==> src/rtl/cmd_ctrl_pkg.sv <==
//------------------------------------------------------------------------------
// Module      : cmd_ctrl_pkg
// Description : Shared constants and state encoding for the command frame
//               controller: opcodes, error response code, FSM states and the
//               register-file addresses that hold the ALU operands.
// Revision    : 1.0 - initial release
//------------------------------------------------------------------------------
`default_nettype none

package cmd_ctrl_pkg;

  // Frame opcodes, carried in the low 8 bits of the first frame word
  localparam logic [7:0] OP_WR    = 8'hAA;
  localparam logic [7:0] OP_RD    = 8'hBB;
  localparam logic [7:0] OP_ALU   = 8'hCC;
  localparam logic [7:0] OP_NOP   = 8'hDD;

  // Word pushed to the TX FIFO when error responses are enabled
  localparam logic [7:0] ERR_CODE = 8'hEE;

  // Register-file locations that feed the ALU operands
  localparam int unsigned RF_OPA_ADDR = 0;
  localparam int unsigned RF_OPB_ADDR = 1;

  typedef enum logic [3:0] {
    ST_IDLE     = 4'd0,
    ST_WR_ADDR  = 4'd1,
    ST_WR_DATA  = 4'd2,
    ST_RD_ADDR  = 4'd3,
    ST_RD_WAIT  = 4'd4,
    ST_ALU_OPA  = 4'd5,
    ST_ALU_OPB  = 4'd6,
    ST_ALU_FUN  = 4'd7,
    ST_ALU_WAIT = 4'd8,
    ST_TX       = 4'd9
  } state_t;

endpackage

`default_nettype wire

==> src/rtl/cmd_timeout_cnt.sv <==
//------------------------------------------------------------------------------
// Module      : cmd_timeout_cnt
// Description : Idle-cycle counter for the frame timeout. Counts while enabled,
//               restarts on clear, and flags the terminal count
//               TIMEOUT_CYCLES-1. TIMEOUT_CYCLES = 0 removes the counter and
//               holds the terminal-count output low.
// Revision    : 1.0 - initial release
//------------------------------------------------------------------------------
`default_nettype none

module cmd_timeout_cnt #(
  parameter int unsigned TIMEOUT_CYCLES = 1024
) (
  input  logic clk,
  input  logic rst,
  input  logic clr,
  input  logic en,
  output logic tc
);

  generate
    if (TIMEOUT_CYCLES == 0) begin : g_disabled
      logic unused_inputs;
      assign unused_inputs = ^{clk, rst, clr, en};
      assign tc = 1'b0;
    end else begin : g_enabled
      localparam int unsigned CW = (TIMEOUT_CYCLES > 1) ? $clog2(TIMEOUT_CYCLES) : 1;
      logic [CW-1:0] cnt;

      // Count idle cycles; any clear or leaving a timed state restarts from zero
      always_ff @(posedge clk) begin
        if (rst || clr || !en) begin
          cnt <= '0;
        end else begin
          cnt <= cnt + 1'b1;
        end
      end

      assign tc = en && (cnt == CW'(TIMEOUT_CYCLES - 1));
    end
  endgenerate

endmodule

`default_nettype wire

==> src/rtl/cmd_frame_ctrl.sv <==
//------------------------------------------------------------------------------
// Module      : cmd_frame_ctrl
// Description : UART command frame controller. Decodes write, read and ALU
//               frames, issues register-file and ALU strobes, and streams
//               responses into the TX FIFO under FIFO_FULL backpressure.
//               Mid-frame silence longer than TIMEOUT_CYCLES aborts the frame.
//               Optional macro CMD_ERR_RSP_EN: an unknown opcode or a timeout
//               abort also pushes ERR_CODE to the FIFO.
//               ADDR_WIDTH and FUN_WIDTH must not exceed DATA_WIDTH.
// Revision    : 1.0 - initial release
//------------------------------------------------------------------------------
`default_nettype none

module cmd_frame_ctrl
  import cmd_ctrl_pkg::*;
#(
  parameter int unsigned DATA_WIDTH     = 8,
  parameter int unsigned ADDR_WIDTH     = 4,
  parameter int unsigned FUN_WIDTH      = 4,
  parameter int unsigned TIMEOUT_CYCLES = 1024
) (
  input  logic                    CLK,
  input  logic                    RST,
  input  logic [DATA_WIDTH-1:0]   RX_P_DATA,
  input  logic                    RX_D_VLD,
  input  logic                    FIFO_FULL,
  input  logic [DATA_WIDTH-1:0]   RF_RD_DATA,
  input  logic                    RF_RD_DATA_VLD,
  input  logic [2*DATA_WIDTH-1:0] ALU_OUT,
  input  logic                    ALU_OUT_VLD,
  output logic                    RF_WR_EN,
  output logic                    RF_RD_EN,
  output logic [ADDR_WIDTH-1:0]   RF_ADDR,
  output logic [DATA_WIDTH-1:0]   RF_WR_DATA,
  output logic                    ALU_EN,
  output logic [FUN_WIDTH-1:0]    ALU_FUN,
  output logic                    CLKG_EN,
  output logic                    CLKDIV_EN,
  output logic [DATA_WIDTH-1:0]   TX_P_DATA,
  output logic                    TX_D_VLD,
  output logic                    BUSY,
  output logic                    FRAME_ERR
);

  state_t                  state, state_nxt;
  logic [2*DATA_WIDTH-1:0] tx_buf, tx_buf_nxt;
  logic [1:0]              tx_left, tx_left_nxt;

  logic                    rf_wr_en_nxt, rf_rd_en_nxt, alu_en_nxt;
  logic [ADDR_WIDTH-1:0]   rf_addr_nxt;
  logic [DATA_WIDTH-1:0]   rf_wr_data_nxt, tx_p_data_nxt;
  logic [FUN_WIDTH-1:0]    alu_fun_nxt;
  logic                    tx_d_vld_nxt, frame_err_nxt, clkg_en_nxt;

  logic                    rx_accept, err_evt;
  logic                    timeout_en, timeout_clr, timeout_tc;

  // Every state except IDLE and TX is subject to the inter-word timeout
  assign timeout_en  = (state != ST_IDLE) && (state != ST_TX);
  assign timeout_clr = rx_accept || (state_nxt != state);

  cmd_timeout_cnt #(
    .TIMEOUT_CYCLES (TIMEOUT_CYCLES)
  ) u_timeout (
    .clk (CLK),
    .rst (RST),
    .clr (timeout_clr),
    .en  (timeout_en),
    .tc  (timeout_tc)
  );

  // Next-state and next-output decode; every output is registered below
  always_comb begin
    state_nxt      = state;
    tx_buf_nxt     = tx_buf;
    tx_left_nxt    = tx_left;
    rf_wr_en_nxt   = 1'b0;
    rf_rd_en_nxt   = 1'b0;
    rf_addr_nxt    = RF_ADDR;
    rf_wr_data_nxt = RF_WR_DATA;
    alu_en_nxt     = 1'b0;
    alu_fun_nxt    = ALU_FUN;
    tx_p_data_nxt  = TX_P_DATA;
    tx_d_vld_nxt   = 1'b0;
    frame_err_nxt  = 1'b0;
    rx_accept      = 1'b0;
    err_evt        = 1'b0;

    case (state)
      ST_IDLE: begin
        if (RX_D_VLD) begin
          rx_accept = 1'b1;
          case (RX_P_DATA[7:0])
            OP_WR:   state_nxt = ST_WR_ADDR;
            OP_RD:   state_nxt = ST_RD_ADDR;
            OP_ALU:  state_nxt = ST_ALU_OPA;
            OP_NOP:  state_nxt = ST_ALU_FUN;
            default: err_evt   = 1'b1;
          endcase
        end
      end
      ST_WR_ADDR: begin
        if (RX_D_VLD) begin
          rx_accept   = 1'b1;
          rf_addr_nxt = RX_P_DATA[ADDR_WIDTH-1:0];
          state_nxt   = ST_WR_DATA;
        end
      end
      ST_WR_DATA: begin
        if (RX_D_VLD) begin
          rx_accept      = 1'b1;
          rf_wr_data_nxt = RX_P_DATA;
          rf_wr_en_nxt   = 1'b1;
          state_nxt      = ST_IDLE;
        end
      end
      ST_RD_ADDR: begin
        if (RX_D_VLD) begin
          rx_accept    = 1'b1;
          rf_addr_nxt  = RX_P_DATA[ADDR_WIDTH-1:0];
          rf_rd_en_nxt = 1'b1;
          state_nxt    = ST_RD_WAIT;
        end
      end
      ST_RD_WAIT: begin
        if (RF_RD_DATA_VLD) begin
          tx_buf_nxt  = {{DATA_WIDTH{1'b0}}, RF_RD_DATA};
          tx_left_nxt = 2'd1;
          state_nxt   = ST_TX;
        end
      end
      ST_ALU_OPA: begin
        if (RX_D_VLD) begin
          rx_accept      = 1'b1;
          rf_addr_nxt    = ADDR_WIDTH'(RF_OPA_ADDR);
          rf_wr_data_nxt = RX_P_DATA;
          rf_wr_en_nxt   = 1'b1;
          state_nxt      = ST_ALU_OPB;
        end
      end
      ST_ALU_OPB: begin
        if (RX_D_VLD) begin
          rx_accept      = 1'b1;
          rf_addr_nxt    = ADDR_WIDTH'(RF_OPB_ADDR);
          rf_wr_data_nxt = RX_P_DATA;
          rf_wr_en_nxt   = 1'b1;
          state_nxt      = ST_ALU_FUN;
        end
      end
      ST_ALU_FUN: begin
        if (RX_D_VLD) begin
          rx_accept   = 1'b1;
          alu_fun_nxt = RX_P_DATA[FUN_WIDTH-1:0];
          alu_en_nxt  = 1'b1;
          state_nxt   = ST_ALU_WAIT;
        end
      end
      ST_ALU_WAIT: begin
        if (ALU_OUT_VLD) begin
          tx_buf_nxt  = ALU_OUT;
          tx_left_nxt = 2'd2;
          state_nxt   = ST_TX;
        end
      end
      ST_TX: begin
        // Push decision uses FIFO_FULL as sampled at the launching edge;
        // a held word stays at the bottom of tx_buf until it goes out
        if (!FIFO_FULL) begin
          tx_d_vld_nxt  = 1'b1;
          tx_p_data_nxt = tx_buf[DATA_WIDTH-1:0];
          tx_buf_nxt    = tx_buf >> DATA_WIDTH;
          tx_left_nxt   = tx_left - 2'd1;
          if (tx_left == 2'd1) begin
            state_nxt = ST_IDLE;
          end
        end
      end
      default: state_nxt = ST_IDLE;
    endcase

    // A word or result arriving on the terminal-count cycle keeps the frame
    if (timeout_tc && !rx_accept && (state_nxt == state)) begin
      state_nxt = ST_IDLE;
      err_evt   = 1'b1;
    end

    if (err_evt) begin
      frame_err_nxt = 1'b1;
`ifdef CMD_ERR_RSP_EN
      tx_buf_nxt    = (2*DATA_WIDTH)'(ERR_CODE);
      tx_left_nxt   = 2'd1;
      state_nxt     = ST_TX;
`endif
    end

    clkg_en_nxt = (state_nxt == ST_ALU_FUN) || (state_nxt == ST_ALU_WAIT);
  end

  // State and output registers; reset clears everything in the same edge
  always_ff @(posedge CLK) begin
    if (RST) begin
      state      <= ST_IDLE;
      tx_buf     <= '0;
      tx_left    <= '0;
      RF_WR_EN   <= 1'b0;
      RF_RD_EN   <= 1'b0;
      RF_ADDR    <= '0;
      RF_WR_DATA <= '0;
      ALU_EN     <= 1'b0;
      ALU_FUN    <= '0;
      CLKG_EN    <= 1'b0;
      CLKDIV_EN  <= 1'b0;
      TX_P_DATA  <= '0;
      TX_D_VLD   <= 1'b0;
      BUSY       <= 1'b0;
      FRAME_ERR  <= 1'b0;
    end else begin
      state      <= state_nxt;
      tx_buf     <= tx_buf_nxt;
      tx_left    <= tx_left_nxt;
      RF_WR_EN   <= rf_wr_en_nxt;
      RF_RD_EN   <= rf_rd_en_nxt;
      RF_ADDR    <= rf_addr_nxt;
      RF_WR_DATA <= rf_wr_data_nxt;
      ALU_EN     <= alu_en_nxt;
      ALU_FUN    <= alu_fun_nxt;
      CLKG_EN    <= clkg_en_nxt;
      CLKDIV_EN  <= 1'b1;
      TX_P_DATA  <= tx_p_data_nxt;
      TX_D_VLD   <= tx_d_vld_nxt;
      BUSY       <= (state_nxt != ST_IDLE);
      FRAME_ERR  <= frame_err_nxt;
    end
  end

endmodule

`default_nettype wire

==> config.mk <==
export PLATFORM = sky130hd
export DESIGN_NAME = cmd_frame_ctrl
export DESIGN_NICKNAME = d
export VERILOG_FILES = /design/src/rtl/cmd_ctrl_pkg.sv /design/src/rtl/cmd_timeout_cnt.sv /design/src/rtl/cmd_frame_ctrl.sv
export SDC_FILE = /design/constraint.sdc
export NUM_CORES = 1
export LEC_CHECK = 0
export BUFFER_PORTS_ARGS = -buffer_cell sky130_fd_sc_hd__buf_2
export CORE_ASPECT_RATIO = 0.5
export CORE_MARGIN = 10
export CORE_UTILIZATION = 47
export CTS_CLUSTER_DIAMETER = 100
export DETAILED_ROUTE_END_ITERATION = 10
export PLACE_DENSITY = 0.71
export SYNTH_ARGS = -nofsm -noshare
export SYNTH_HDL_FRONTEND = slang
export SYNTH_HIERARCHICAL = 1
export SYNTH_SLANG_ARGS = --single-unit
export TNS_END_PERCENT = 50
==> constraint.sdc <==
create_clock -name CLK -period 5.23 [get_ports CLK]
set_clock_uncertainty 0.05 [all_clocks]
set_input_delay 0.523 -clock CLK [delete_from_list [all_inputs] [get_ports CLK]]
set_output_delay 0.523 -clock CLK [all_outputs]
set_load 0.005 [all_outputs]
Yosys cells after proc, flatten, opt, wreduce, memory -nomap -nowiden
Cells that the tools add are included.
{"block": "op_classes", "n_addsub": 2, "eq_ne": 26, "n_mux": 35, "bitwise": 5, "reduce_logical": 28}
{"op": "two-way mux 4 bit", "n": 15}
{"op": "two-way mux 16 bit", "n": 3}
{"op": "case mux 16 bit (3 select lines)", "n": 1}
{"op": "case mux 4 bit (10 select lines)", "n": 1}
{"op": "== test 8 bit, second input constant", "n": 4}
{"op": "== test 4 x 3 -> 1 bit, second input constant", "n": 5}
{"op": "case mux 4 bit (4 select lines)", "n": 1}
{"op": "== test 4 bit, second input constant", "n": 3}
{"op": "case mux 4 bit (3 select lines)", "n": 1}
{"op": "adder 10 x 1 -> 10 bit, second input constant", "n": 1}
{"op": "== test 10 bit, second input constant", "n": 1}
{"op": "inequality test 2 bit, second input constant", "n": 5}
{"op": "OR reduction 2 bit", "n": 5}
{"op": "two-way mux 1 bit", "n": 9}
{"op": "== test 4 x 2 -> 1 bit, second input constant", "n": 2}
{"op": "AND reduction 4 bit", "n": 2}
{"op": "nonzero test 4 bit", "n": 2}
{"op": "OR reduction 7 bit", "n": 1}
{"op": "two-way mux 2 bit", "n": 3}
{"op": "case mux 2 bit (3 select lines)", "n": 1}
{"op": "AND reduction 2 bit", "n": 3}
{"op": "nonzero test 3 bit", "n": 2}
{"op": "NOT 1 bit", "n": 5}
{"op": "== test 4 x 1 -> 1 bit, second input constant", "n": 1}
{"op": "other kinds (12)", "n": 19}
{"block": "totals", "ff_bits": 64, "input_bits": 38, "out_inout_bits": 32, "elab_cells": 112}

Logic depth before layout (Yosys ltp)
{"block": "depth", "ltp_word": 11, "ltp_mapped": 14, "mapped_depth_nobuf": 12}

Cells and area by module
The synthesis kept the hierarchy.
{"mod": "cmd_frame_ctrl", "n_inst": 1, "cells_per_inst": 287, "area_each_um2": 2538.7}
{"mod": "cmd_timeout_cnt", "n_inst": 1, "cells_per_inst": 48, "area_each_um2": 416.6}

Worst setup path before layout
Ideal clock, no wire load.
{"block": "synth_path", "path_type": "flip-flop to flip-flop", "from": "register state[0]", "to": "register u_timeout.g_enabled.cnt[5]", "setup_ns": 0.072, "arrival_time_ns": 2.468, "t_required_ns": 5.108, "slack_ns": 2.640, "stages_incl_launch_ff": 15, "path_cell_list": "dfxtp_1 > clkbuf_8 > buf_2 > xnor2_1 > nand2_1 > nand2_1 > nor3_1 > o21ai_0 > a21oi_1 > nor3b_2 > a21oi_1 > or4b_1 > nor2_1 > nand2_1 > a21oi_1"}
{"block": "synth_between", "word_cells_on_any_way": 39, "cone_classes": "eq/ne (12); mux (15); reduce/logical (12)"}
{"element": "start: declaration", "line_no": "cmd_frame_ctrl.sv:45", "text": "state_t state, state_nxt;"}
{"element": "start signal: assignment", "line_no": "cmd_frame_ctrl.sv:218", "text": "state <= state_nxt;"}
{"element": "inequality test 4 bit or nonzero test 4 bit (tied branches)", "line_no": "cmd_frame_ctrl.sv:59", "text": "assign timeout_en = (state != ST_IDLE) && (state != ST_TX);"}
{"element": "logical AND 1 bit (*)", "line_no": "cmd_frame_ctrl.sv:59"}
{"element": "via timeout_en", "line_no": "cmd_frame_ctrl.sv:56", "text": "logic timeout_en, timeout_clr, timeout_tc;"}
{"element": "logical AND 1 bit (*)", "line_no": "cmd_timeout_cnt.sv:39", "text": "assign tc = en && (cnt == CW'(TIMEOUT_CYCLES - 1));"}
{"element": "via timeout_tc", "line_no": "cmd_frame_ctrl.sv:56"}
{"element": "logical AND 1 bit (*) (2 in a row)", "line_no": "cmd_frame_ctrl.sv:182", "text": "if (timeout_tc && !rx_accept && (state_nxt == state)) begin"}
{"element": "two-way mux 4 bit (*)", "line_no": "cmd_frame_ctrl.sv:182"}
{"element": "inequality test 4 bit (*)", "line_no": "cmd_frame_ctrl.sv:60", "text": "assign timeout_clr = rx_accept || (state_nxt != state);"}
{"element": "logical OR 1 bit (*)", "line_no": "cmd_frame_ctrl.sv:60"}
{"element": "via timeout_clr", "line_no": "cmd_frame_ctrl.sv:56"}
{"element": "logical OR 1 bit (*) (2 in a row)", "line_no": "cmd_timeout_cnt.sv:32", "text": "if (rst || clr || !en) begin"}
{"element": "end signal: assignment", "line_no": "cmd_timeout_cnt.sv:35", "text": "cnt <= cnt + 1'b1;"}
{"element": "end: declaration", "line_no": "cmd_timeout_cnt.sv:28", "text": "logic [CW-1:0] cnt;"}
Mark *: on every way through the listed nets, which the timed path passes. The rest lies on a longest branch.
A chain may end at the register's enable or synchronous reset.

Worst setup path in the final report
{"block": "layout_path", "from": "register state[0]", "to": "register u_timeout.g_enabled.cnt[8]"}
{"block": "layout_between", "elab_chain_len": 11, "word_cells_on_any_way": 39, "cone_classes": "eq/ne (12); mux (15); reduce/logical (12)"}
{"element": "branches (longest 8 deep; another with case mux 4 bit (10 select lines))"}
{"element": "logical OR 1 bit (*)", "line_no": "cmd_frame_ctrl.sv:60"}
{"element": "via timeout_clr", "line_no": "cmd_frame_ctrl.sv:56"}
{"element": "logical OR 1 bit (*) (2 in a row)", "line_no": "cmd_timeout_cnt.sv:32"}
Mark *: on every way through the listed nets, which the timed path passes.

==> qor.csv <==
stage,metric,value,unit
power,worst vdd ir,0.000217,V
drt,via count of the routed design,2620,
min_path,HP Class,flop to flop,
layout,multi-input combinational cell area,1540,um2
floorplan,die width,132,um
yosys,xor/xnor share of the synthesized area,1.78,%
yosys,syn_nets,375,
layout,filler cell count,585,
yosys,dominant combinational cell family by area after synthesis,simple AND/OR/NAND/NOR gates,
flow_run,Max Cap Violations,0,
yosys,number of enable flip-flop cells after synthesis,0,
sta,Worst Tran Pin Value,1.13,ns
worst_setup_path,flop2flop setup slack,1.77,ns
sta,final setup margin,1.77,ns
yosys,synthesized area,2960,um2
floorplan,die outline height,76.1,um
drt,number of design rule violations left after detail routing,0,
global_route,GRT Residual Overflow,0,
global_route,overall track demand over capacity in global routing,15.4,%
layout,"most common cell after layout, fill and taps aside",sky130_fd_sc_hd__buf_2,
clock_tree,post-CTS setup buffers,0,
yosys,number of instances in the synthesized netlist,335,
sta,minimum clock period,3.46,ns
worst_setup_path,CP Max Fanout,26,
sta,worst slew margin relative to its limit,24.6,%
global_route,largest net degree at the start of global routing,49,
floorplan,standard cell core area,6080,um2
yosys,simple-gate share of the synthesized area,24.5,%
drt,first drt pass iteration count,4,
clock_tree,Worst-path clk slew,0.05,ns
yosys,post-synthesis sequential area ratio,43.4,%
layout,post-synthesis to final-layout area growth,20.7,%
worst_setup_path,CP Capture Type,flop,
drt,1st-iter DRT viols,225,
layout,register area,1280,um2
clock_tree,TritonCTS clock tree,built,
placed_design,total placed instance area,3300,um2
sta,setup repair after global routing missed its margin,false,
clock_tree,Clock Sink Count,64,
worst_setup_path,Worst Setup Start Kind,flop,
sta,share of the clock period used by the worst path after layout,66.2,%
layout,"Design Area, Final",3570,um2
placed_design,port bufs,69,
sta,Setup Total Neg Slack,0,ns
floorplan,total die area,10100,um2
yosys,dominant register cell in the synthesized netlist,sky130_fd_sc_hd__dfxtp_1,
clock_tree,TritonCTS buffer count,9,
sta,final setup violating endpoints,0,
yosys,post-synthesis mux area share,9.48,%
sta,WHS,0.403,ns
global_route,via count of the first global-routing pass,2656,
clock_tree,maximum level of the CTS H-tree,3,
yosys,Async SR Flop Fraction,0,%
yosys,area fraction in compound gates after synthesis,15.5,%
power,Pwr Total,0.00109,W
clock_tree,hold bufs inserted after CTS,0,
clock_tree,"buffers from clock root to sink, at most",2,
global_route,global-route wire length before repair,12900,um
worst_setup_path,CP Data Arrival Time,3.66,ns
worst_setup_path,"Worst Path Class, Setup",flop to flop,
drt,DR vias/cell,5.37,
clock_tree,cell at the root of the clock tree,sky130_fd_sc_hd__clkbuf_16,
sta,achievable frequency,289,MHz
layout,# diodes,0,
power,static power due to leakage,1.45,nW
power,pwr dens,305,nW/um2
drt,routed wire length,7610,um
layout,share of cells above drive strength 1,23.3,%
floorplan,FP Rows,20,
yosys,post-synthesis cell type count,56,
yosys,mean post-synth cell area,8.82,um2
layout,Nets,437,
yosys,Yosys warning total,6,
placed_design,HPWL after detailed placement,5550,um
placed_design,worst setup timing slack at the placement stage,1.80,ns
placed_design,GP Congestion,0.897,
layout,"commonest cells after routing, fill and taps aside","69 x sky130_fd_sc_hd__buf_2, 64 x sky130_fd_sc_hd__dfxtp_1, 41 x sky130_fd_sc_hd__nor2_1, 41 x sky130_fd_sc_hd__nand2_1, 33 x sky130_fd_sc_hd__a21oi_1",
clock_tree,cells resized by post-CTS repair,0,
floorplan,starting density of the core,48.6,%
status,run status,"finished, final reports clean",
global_route,number of antenna violations at the first check in global routing,0,
sta,final max-slew violation count,0,
yosys,adder-cell share of the synthesized area,0.847,%
sta,number of hold violations in the final report,0,
floorplan,Top Ports,70,
drt,post-DR wirelength/cell,15.6,um
worst_setup_path,data required time of the critical path,5.43,ns
clock_tree,clock latency on the worst-skew pair,0.32,ns
drt,remaining antenna violation count after routing,0,
yosys,register bit total from synthesis,64,
==> Yosys cell counts, drive strengths merged, types with 2 or more instances <==
cell type,count,area [um2]
nand4,4,40.0
or2b,2,15.0
or3,5,32.5
a22oi,5,37.5
o211ai,10,75.1
nand3,13,70.1
nor3b,2,25.0
a21oi,34,174
and3,2,13.8
nand4b,2,17.5
and2b,2,15.0
dfxtp,64,1280
inv,6,22.5
xor2,2,17.5
o31ai,2,15.0
clkbuf,7,36.3
or2,2,15.0
nor4bb,2,20.0
a21o,2,15.0
nor2,42,160
nor2b,3,18.8
or4,3,22.5
buf,11,76.3
nand3b,2,15.0
nor3,6,46.3
a31oi,2,12.5
o21ai,9,45.0
xnor2,4,35.0
ha,2,25.0
nand2,41,154
mux2i,28,280
nand2b,2,12.5
==> cell families after synthesis <==
| family | Yosys count |
|---|---|
| AND/OR/NAND/NOR | 138 |
| AO/OA/AOI/OAI | 73 |
| flip-flops | 64 |
| multiplexers | 28 |
| buffers and inverters | 24 |
| XOR/XNOR | 6 |
| adder cells (fa/ha/maj) | 2 |
==> cell type report <==
type                            instances  share of cell area (%)
Clock buffer                           13                    6.73
Clock inverter                          1                   0.842
Multi-Input combinational cell        247                    43.1
Timing Repair Buffer                   69                    9.68
Inverter                                6                   0.631
Tap cell                               88                    3.09
Sequential cell                        64                    35.9
==> per-stage QoR <==
stage	util, %	instances
5_1_grt	58.7	488
6_report	58.7	488
4_1_cts	58.7	488
3_3_place_gp	54.2	474
2_1_floorplan	-	335
3_5_place_dp	54.2	474
==> metal layers <==
layer  track usage [%]  vias to the layer above  wire length [um]
met5                 0                        -                 0
met3              5.99                       11               476
li1                  -                     1311                 -
met4              5.96                        0                92
met1              18.2                     1228              3420
met2              24.8                       70              3630
==> where the power goes <==
| group | internal (W) | switching (W) | total [W] |
|---|---|---|---|
| clock network | 0.000363 | 0.000191 | 0.000554 |
| registers | 0.000490 | 0.00000135 | 0.000492 |
| logic | 0.0000184 | 0.0000247 | 0.0000431 |
| total | 0.000872 | 0.000217 | 0.00109 |
==> state kept, by name, indices dropped and copies added (netlist names) <==
name and count:
tx_buf 16, u_timeout/g_enabled.cnt 10, RF_WR_DATA 8, TX_P_DATA 8, ALU_FUN 4, RF_ADDR 4, state 4, tx_left 2
ALU_EN 1, BUSY 1, CLKDIV_EN 1, CLKG_EN 1, FRAME_ERR 1, RF_RD_EN 1, RF_WR_EN 1, TX_D_VLD 1
==> worst max-delay path, cell delays in order, from the launching register on <==
cell and delay (ns):
sky130_fd_sc_hd__dfxtp_1 0.67, sky130_fd_sc_hd__or2_4 0.46, sky130_fd_sc_hd__nor2_1 0.67, sky130_fd_sc_hd__nor3b_2 0.19
sky130_fd_sc_hd__o21ai_0 0.20, sky130_fd_sc_hd__a22oi_1 0.07, sky130_fd_sc_hd__or4b_1 0.52, sky130_fd_sc_hd__nor2_1 0.12
sky130_fd_sc_hd__nand2_1 0.24, sky130_fd_sc_hd__a21oi_1 0.20
==> path summary, 6_finish.rpt <==
path / from / to / cells past startpoint
setup / recovery: state[0]$_SDFF_PP0_ / u_timeout/g_enabled.cnt[8]$_SDFF_PP0_ / 9
hold / removal: tx_buf[8]$_SDFFE_PP0P_ / tx_buf[8]$_SDFFE_PP0P_ / 2
setup reg to reg: state[0]$_SDFF_PP0_ / u_timeout/g_enabled.cnt[8]$_SDFF_PP0_ / 9
hold reg to reg: tx_buf[8]$_SDFFE_PP0P_ / tx_buf[8]$_SDFFE_PP0P_ / 2
Note: power is estimated with default switching activity, not from simulation.
